File: config.mk
export PLATFORM = sky130hd
export DESIGN_NAME = alarm_annunciator
export DESIGN_NICKNAME = d
export VERILOG_FILES = /design/src/rtl/alarm_annunciator.sv
export SDC_FILE = /design/constraint.sdc
export NUM_CORES = 1
export LEC_CHECK = 0
export CORE_MARGIN = 4
export CORE_UTILIZATION = 56
export CTS_CLUSTER_SIZE = 12
export DETAILED_ROUTE_END_ITERATION = 12
export GPL_TIMING_DRIVEN = 1
export HOLD_SLACK_MARGIN = 0.12
export PLACE_DENSITY = 0.89
export SLEW_MARGIN = 40
export SYNTH_ARGS = -nofsm -noshare
export SYNTH_HDL_FRONTEND = slang
export SYNTH_SLANG_ARGS = --single-unit
export TNS_END_PERCENT = 100
File: constraint.sdc
create_clock -name clk_2 -period 2.7 [get_ports clk_2]
set_clock_uncertainty 0.15 [all_clocks]
set_input_delay 0.54 -clock clk_2 [delete_from_list [all_inputs] [get_ports clk_2]]
set_output_delay 0.54 -clock clk_2 [all_outputs]
set_load 0.03 [all_outputs]
File: src/rtl/alarm_annunciator.sv
// Turns one level alarm request into a latched, operator-acknowledged alarm.
// Drives buzzer, blinking lamp and a late-acknowledge escalation flag.
module alarm_annunciator #(
  parameter int BLINK_HALF = 25,
  parameter int ESC_CYCLES = 250,
  parameter int DEB_CYCLES = 10
) (
  input  logic       clk_2,
  input  logic       reset,
  input  logic       alarm_req,
  input  logic       ack,
  output logic       buzzer,
  output logic       lamp,
  output logic       escalate,
  output logic [1:0] state,
  output logic [7:0] alarm_count
);

  localparam logic [1:0] S_IDLE  = 2'd0;
  localparam logic [1:0] S_ALERT = 2'd1;
  localparam logic [1:0] S_ACKED = 2'd2;

  localparam int BW = $clog2(BLINK_HALF + 1);
  localparam int EW = $clog2(ESC_CYCLES + 1);
  localparam int DW = $clog2(DEB_CYCLES + 1);

  localparam logic [BW-1:0] BLINK_LAST = BW'(BLINK_HALF - 1);
  localparam logic [EW-1:0] ESC_MAX    = EW'(ESC_CYCLES);
  localparam logic [DW-1:0] DEB_LAST   = DW'(DEB_CYCLES - 1);

  logic          req_s1, req_s;
  logic          ack_s1, ack_s;
  logic          db, db_q;
  logic [DW-1:0] deb_cnt;
  logic          ack_rise;

  logic [1:0]    state_q;
  logic [BW-1:0] blink_cnt;
  logic [EW-1:0] esc_cnt;
  logic          lamp_q;

  // Synchronizers and debouncer; db only changes after DEB_CYCLES
  // consecutive differing samples, so short bounces are absorbed.
  always_ff @(posedge clk_2 or negedge reset) begin
    if (!reset) begin
      req_s1  <= 1'b0;
      req_s   <= 1'b0;
      ack_s1  <= 1'b0;
      ack_s   <= 1'b0;
      db      <= 1'b0;
      db_q    <= 1'b0;
      deb_cnt <= '0;
    end else begin
      req_s1 <= alarm_req;
      req_s  <= req_s1;
      ack_s1 <= ack;
      ack_s  <= ack_s1;
      db_q   <= db;
      if (ack_s == db) begin
        deb_cnt <= '0;
      end else if (deb_cnt == DEB_LAST) begin
        db      <= ack_s;
        deb_cnt <= '0;
      end else begin
        deb_cnt <= deb_cnt + 1'b1;
      end
    end
  end

  assign ack_rise = db & ~db_q;

  always_ff @(posedge clk_2 or negedge reset) begin
    if (!reset) begin
      state_q     <= S_IDLE;
      alarm_count <= '0;
      blink_cnt   <= '0;
      esc_cnt     <= '0;
      lamp_q      <= 1'b0;
    end else begin
      case (state_q)
        S_IDLE: begin
          if (req_s) begin
            state_q   <= S_ALERT;
            blink_cnt <= '0;
            esc_cnt   <= '0;
            lamp_q    <= 1'b1;
            if (alarm_count != 8'hFF) alarm_count <= alarm_count + 1'b1;
          end
        end
        S_ALERT: begin
          // Acknowledge wins over blink/escalation; req_s is ignored (latched).
          if (ack_rise) begin
            state_q <= S_ACKED;
          end else begin
            if (blink_cnt == BLINK_LAST) begin
              blink_cnt <= '0;
              lamp_q    <= ~lamp_q;
            end else begin
              blink_cnt <= blink_cnt + 1'b1;
            end
            if (esc_cnt != ESC_MAX) esc_cnt <= esc_cnt + 1'b1;
          end
        end
        S_ACKED: begin
          if (!req_s) state_q <= S_IDLE;
        end
        default: state_q <= S_IDLE;
      endcase
    end
  end

  always_comb begin
    buzzer   = 1'b0;
    lamp     = 1'b0;
    escalate = 1'b0;
    case (state_q)
      S_ALERT: begin
        buzzer   = 1'b1;
        lamp     = lamp_q;
        escalate = (esc_cnt == ESC_MAX);
      end
      S_ACKED: lamp = 1'b1;
      default: ;
    endcase
  end

  assign state = state_q;

endmodule

# Word level (Yosys, flattened, before mapping)
# Index checks and enable logic that the tools add are counted.
[word_totals] elab_cells=63 out_inout_bits=13 in_bits=4 reg_bits=34
[classes] eq_ne=14 muxes=21 n_bitwise=4 add_sub_neg=4 reduce_logical=8
[op_table] operator="$mux W8" count=3
[op_table] operator="$add A8 B1 Y8 const B" count=2
[op_table] operator="$ne A8 B8 Y1 const B" count=2
[op_table] operator="$pmux W8 S2" count=1
[op_table] operator="$mux W5" count=3
[op_table] operator="$ne A2 B2 Y1 const B" count=6
[op_table] operator="$pmux W5 S2" count=1
[op_table] operator="$reduce_and A3 Y1" count=3
[op_table] operator="$eq A8 B8 Y1 const B" count=1
[op_table] operator="$mux W4" count=2
[op_table] operator="$reduce_and A4 Y1" count=2
[op_table] operator="$mux W2" count=3
[op_table] operator="$pmux W2 S3" count=1
[op_table] operator="$add A5 B1 Y5 const B" count=1
[op_table] operator="$eq A5 B5 Y1 const B" count=1
[op_table] operator="$mux W1" count=5
[op_table] operator="$add A4 B1 Y4 const B" count=1
[op_table] operator="$eq A4 B4 Y1 const B" count=1
[op_table] operator="$pmux W1 S2" count=2
[op_table] operator="$not A1 Y1" count=3
[op_table] operator="$eq A2 B1 Y1 const B" count=1
[op_table] operator="$eq A2 B2 Y1 const B" count=1
[op_table] operator="$logic_not A2 Y1" count=1
[op_table] operator="$reduce_and A2 Y1" count=1
[op_table] operator="3 further kinds" count=3

# Longest topological paths before layout
[depth] word_depth=4 ltp_mapped=8 ltp_nobuf=6

# Least setup slack after synthesis
# OpenSTA, ideal clock, no wires.
[synth_timing] path_kind="reg-to-output" start="register state_q[1] (netlist: state[1])" end="output lamp" path_stages_with_launch=7 t_arrival_ns=2.045 slack_ns=-0.035 path_cell_list="dfrtp_1 > inv_1 > ha_1 > buf_2 > clkbuf_1 > a21oi_1 > nor2b_1"
[synth_via] elab_chain_len=2
[synth_lines] item="start, declared" line_no="37" text="logic [1:0] state_q;"
[synth_lines] item="start signal, assigned" line_no="74" text="state_q <= S_IDLE;"
[synth_lines] item="start signal, assigned" line_no="83" text="state_q <= S_ALERT;"
[synth_lines] item="start signal, assigned" line_no="93" text="state_q <= S_ACKED;"
[synth_lines] item="$eq A2 B2 Y1 or $eq A2 B1 Y1 (tied branches)" line_no="116" text="case (state_q)"
[synth_lines] item="$pmux W1 S2 (*)" line_no="116"
[synth_lines] item="end, declared" line_no="13" text="output logic lamp,"
# Every way passes the cells marked *; elsewhere a longest branch is shown, timed or not.

# Worst setup path after layout
[layout_timing] start="register state_q[1] (netlist: state[1])" end="output escalate"
[layout_via] elab_chain_len=2
[layout_lines] item="$eq A2 B1 Y1" line_no="116"
[layout_lines] item="$mux W1" line_no="116"
[layout_lines] item="end, declared" line_no="14" text="output logic escalate,"
# No other way between the ends.

==> flow_summary_export.csv <==
group,metric,value,unit
yosys,yosys_register_bits,34,
cts,htree_levels,2,
power,p_total,1.90,mW
placed_design,place.port_buffers,16,
setup_path,critPathKind,"reg -> out",
yosys,synth_flop_cell,"dfrtp_1",
grt,grt_pass1_wl,5750,um
grt,antenna_found_initial,0,
sta,period_needed,2.52,ns
sta,fin_crit_sh,0.934,
yosys,synth_cell_types,35,
route,finalWirelength,3290,um
grt,grt_use_met2,0.300,
route,avgRoutedWirePerCell,15.1,um
yosys,netlist_top_cells_count,"dfrtp_1 (34), nand2_1 (14), ha_1 (12), nand3_1 (12), o21ai_0 (11)",
yosys,yosys_warnings,0,
min_path,hp-class,"reg -> reg",
grt,grt_pass1_vias,1318,
outcome,status,"finished clean",
cells_and_area,fin_nets,202,
placed_design,gp_congestion,0.857,
yosys,async_flop_share,1.00,
cells_and_area,final_util,0.704,
yosys,seq_area_frac_synth,0.496,
sta,maxSlewHeadroom,0.646,
yosys,avgSynthCellArea,10.4,um2
die,num_rows,19,
setup_path,cp_max_fo,16,
route,final_antenna_net_count,0,
die,die-height,63.4,um
job,cap_violations,0,
power,vdd_drop_max,0.799,mV
cells_and_area,drive_above_1_share,0.107,
yosys,synth_top_area_frac,0.496,
setup_path,critical_path_required,2.01,ns
yosys,netlist_instances,165,
sta,tns,0,ns
yosys,synth_edf_count,0,
route,dr_total_vias,1331,
cells_and_area,syn2layout_area_growth,17.1,%
power,power_density,946,nW/um2
cts,clk_path_buf_depth,2,
yosys,yosys.area.top_type,"dfrtp_1",
cts,hold_buffers,0,
cells_and_area,num_antenna_cells,0,
sta,drv_slew,0,
yosys,synthesis.area,1720,um2
grt,grt_usage,0.183,
sta,fmax,396,MHz
die,ioPinCount,17,
die,fp.dieArea,4020,um2
sta,holdWs,0.204,ns
sta,worstMarginPinSlew,0.531,ns
setup_path,cp-start-kind,"flip-flop",
setup_path,r2r_start,"state[1]$_DFFE_PN0P_",
placed_design,dp_hpwl,2360,um
sta,grt_setup_unrepaired,"no",
cts,cts_tree,"yes",
cts,clkTransAtPathRegs,0.09,ns
sta,finalHoldViolations,0,
grt,met3_usage,0.0657,
grt,grt_max_degree,35,
yosys,synth_nets,181,
yosys,synthMostInstantiatedCell,"dfrtp_1",
cts,root_buffer,"clkbuf_4",
setup_path,crit_start,"state[1]$_DFFE_PN0P_",
cts,cts_buffers,5,
grt,grt-busiest-layer,"met2",
die,die_width,63.4,um
cts,worstSkewPairLatency,0.33,ns
yosys,ys_top_cells_by_area,"dfrtp_1 (50%), ha_1 (8.7%), nand3_1 (3.5%)",
min_path,timing.hold.worst.start,"req_s1$_DFF_PN0_",
route,dr.pass1.iters,4,
route,route.detailed.drc,0,
cts,cts_sinks,34,
die,start_util,0.602,
power,p_leak,0.911,nW
setup_path,arrival,1.83,ns
route,routed_via_density,6.11,
grt,gr-total-overflow,0,
cts,cts_setup_buffers,0,
route,drt_iter0_markers,134,
sta,setup_viol,0,
setup_path,endpoint_kind,"output pin",
grt,grtUsageMet1,0.213,
die,core,2850,um2
==> critical path: stages (launching register included) <==
cell     delay [ns]
dfrtp_1        0.41
inv_1          0.14
ha_1           0.23
buf_6          0.18
nand2_1        0.10
nor3_4         0.23
buf_4          0.20
==> what timing repair did <==
| action | CTS | global route |
|---|---|---|
| pin swaps | 0 | 0 |
| endpoints found under the setup margin | 2 | 1 |
| resized for setup | 2 | 2 |
==> metal layers <==
layer / wire length [um] / up-vias / share of wire
met3: 178 / 4 / 0.054
met5: 0 / - / 0
met2: 1630 / 34 / 0.50
met1: 1430 / 662 / 0.44
li1: - / 631 / -
met4: 45 / 0 / 0.014
==> registers in the layout, indices dropped and copies added (netlist names), 2 cells and up <==
| signal | cells |
|---|---|
| alarm_count | 8 |
| blink_cnt | 5 |
| deb_cnt | 4 |
| esc_cnt | 8 |
| state | 2 |
==> through the flow <==
stage | instances | cell area (um2) | worst slack, ns
after floorplan | 165 | 1720 | 0.0219
after global placement | 210 | 1920 | 0.441
after detailed placement | 210 | 1920 | 0.372
after CTS | 218 | 2000 | 0.116
after global routing | 218 | 2010 | 0.0122
final | 218 | 2010 | 0.177
==> path summary, 6_finish.rpt <==
| kind | depth (start not counted) | slack (ns) | endpoint |
|---|---|---|---|
| hold reg to reg | 0 | 0.20 | req_s$_DFF_PN0_ |
| max in group asynchronous | 2 | 1.65 | state[0]$_DFFE_PN0P_ |
| hold / removal | 0 | 0.20 | req_s$_DFF_PN0_ |
| setup reg to reg | 7 | 0.38 | esc_cnt[7]$_DFFE_PN0P_ |
| min in group asynchronous | 2 | 0.45 | esc_cnt[5]$_DFFE_PN0P_ |
| setup / recovery | 6 | 0.18 | escalate |
==> cell type report <==
| class | instances | area, um2 |
|---|---|---|
| inverters | 7 | 26.3 |
| clock buffers | 8 | 78.8 |
| fillers | 220 | 843 |
| repair buffers | 19 | 183 |
| flip-flops and latches | 34 | 851 |
| multi-input cells | 119 | 832 |
| well taps | 31 | 38.8 |
==> power by group <==
| part | total (mW) | internal [mW] | switching, mW |
|---|---|---|---|
| Combinational | 0.839 | 0.338 | 0.501 |
| Clock | 0.338 | 0.178 | 0.160 |
| Sequential | 0.724 | 0.611 | 0.113 |
==> placed cells by master, fill, tap and decap left out, types with 2 or more instances in the layout <==
cell and instances:
dfrtp_1 34, nand2_1 14, clkdlybuf4s50_1 14, nand3_1 12, ha_1 12, o21ai_0 11
o31ai_1 8, inv_1 7, nor2_1 7, xnor2_1 6, clkbuf_4 5, a21oi_1 4
nand2b_1 4, and3_1 4, xor2_1 3, nand4_1 3, or2_2 3, mux2_2 3
clkbuf_8 3, buf_4 3, nand4b_1 2, nor2b_1 2, o21bai_1 2, a32o_1 2
or4_1 2, o41ai_1 2
==> kinds of logic after synthesis <==
logic type,share of synthesized area
buffers and inverters,0.0277
AND/OR/NAND/NOR,0.181
adder cells (fa/ha/maj),0.0875
AO/OA/AOI/OAI,0.143
XOR/XNOR,0.0459
multiplexers,0.0197
flip-flops,0.496
Note: power is estimated with default switching activity, not from simulation.
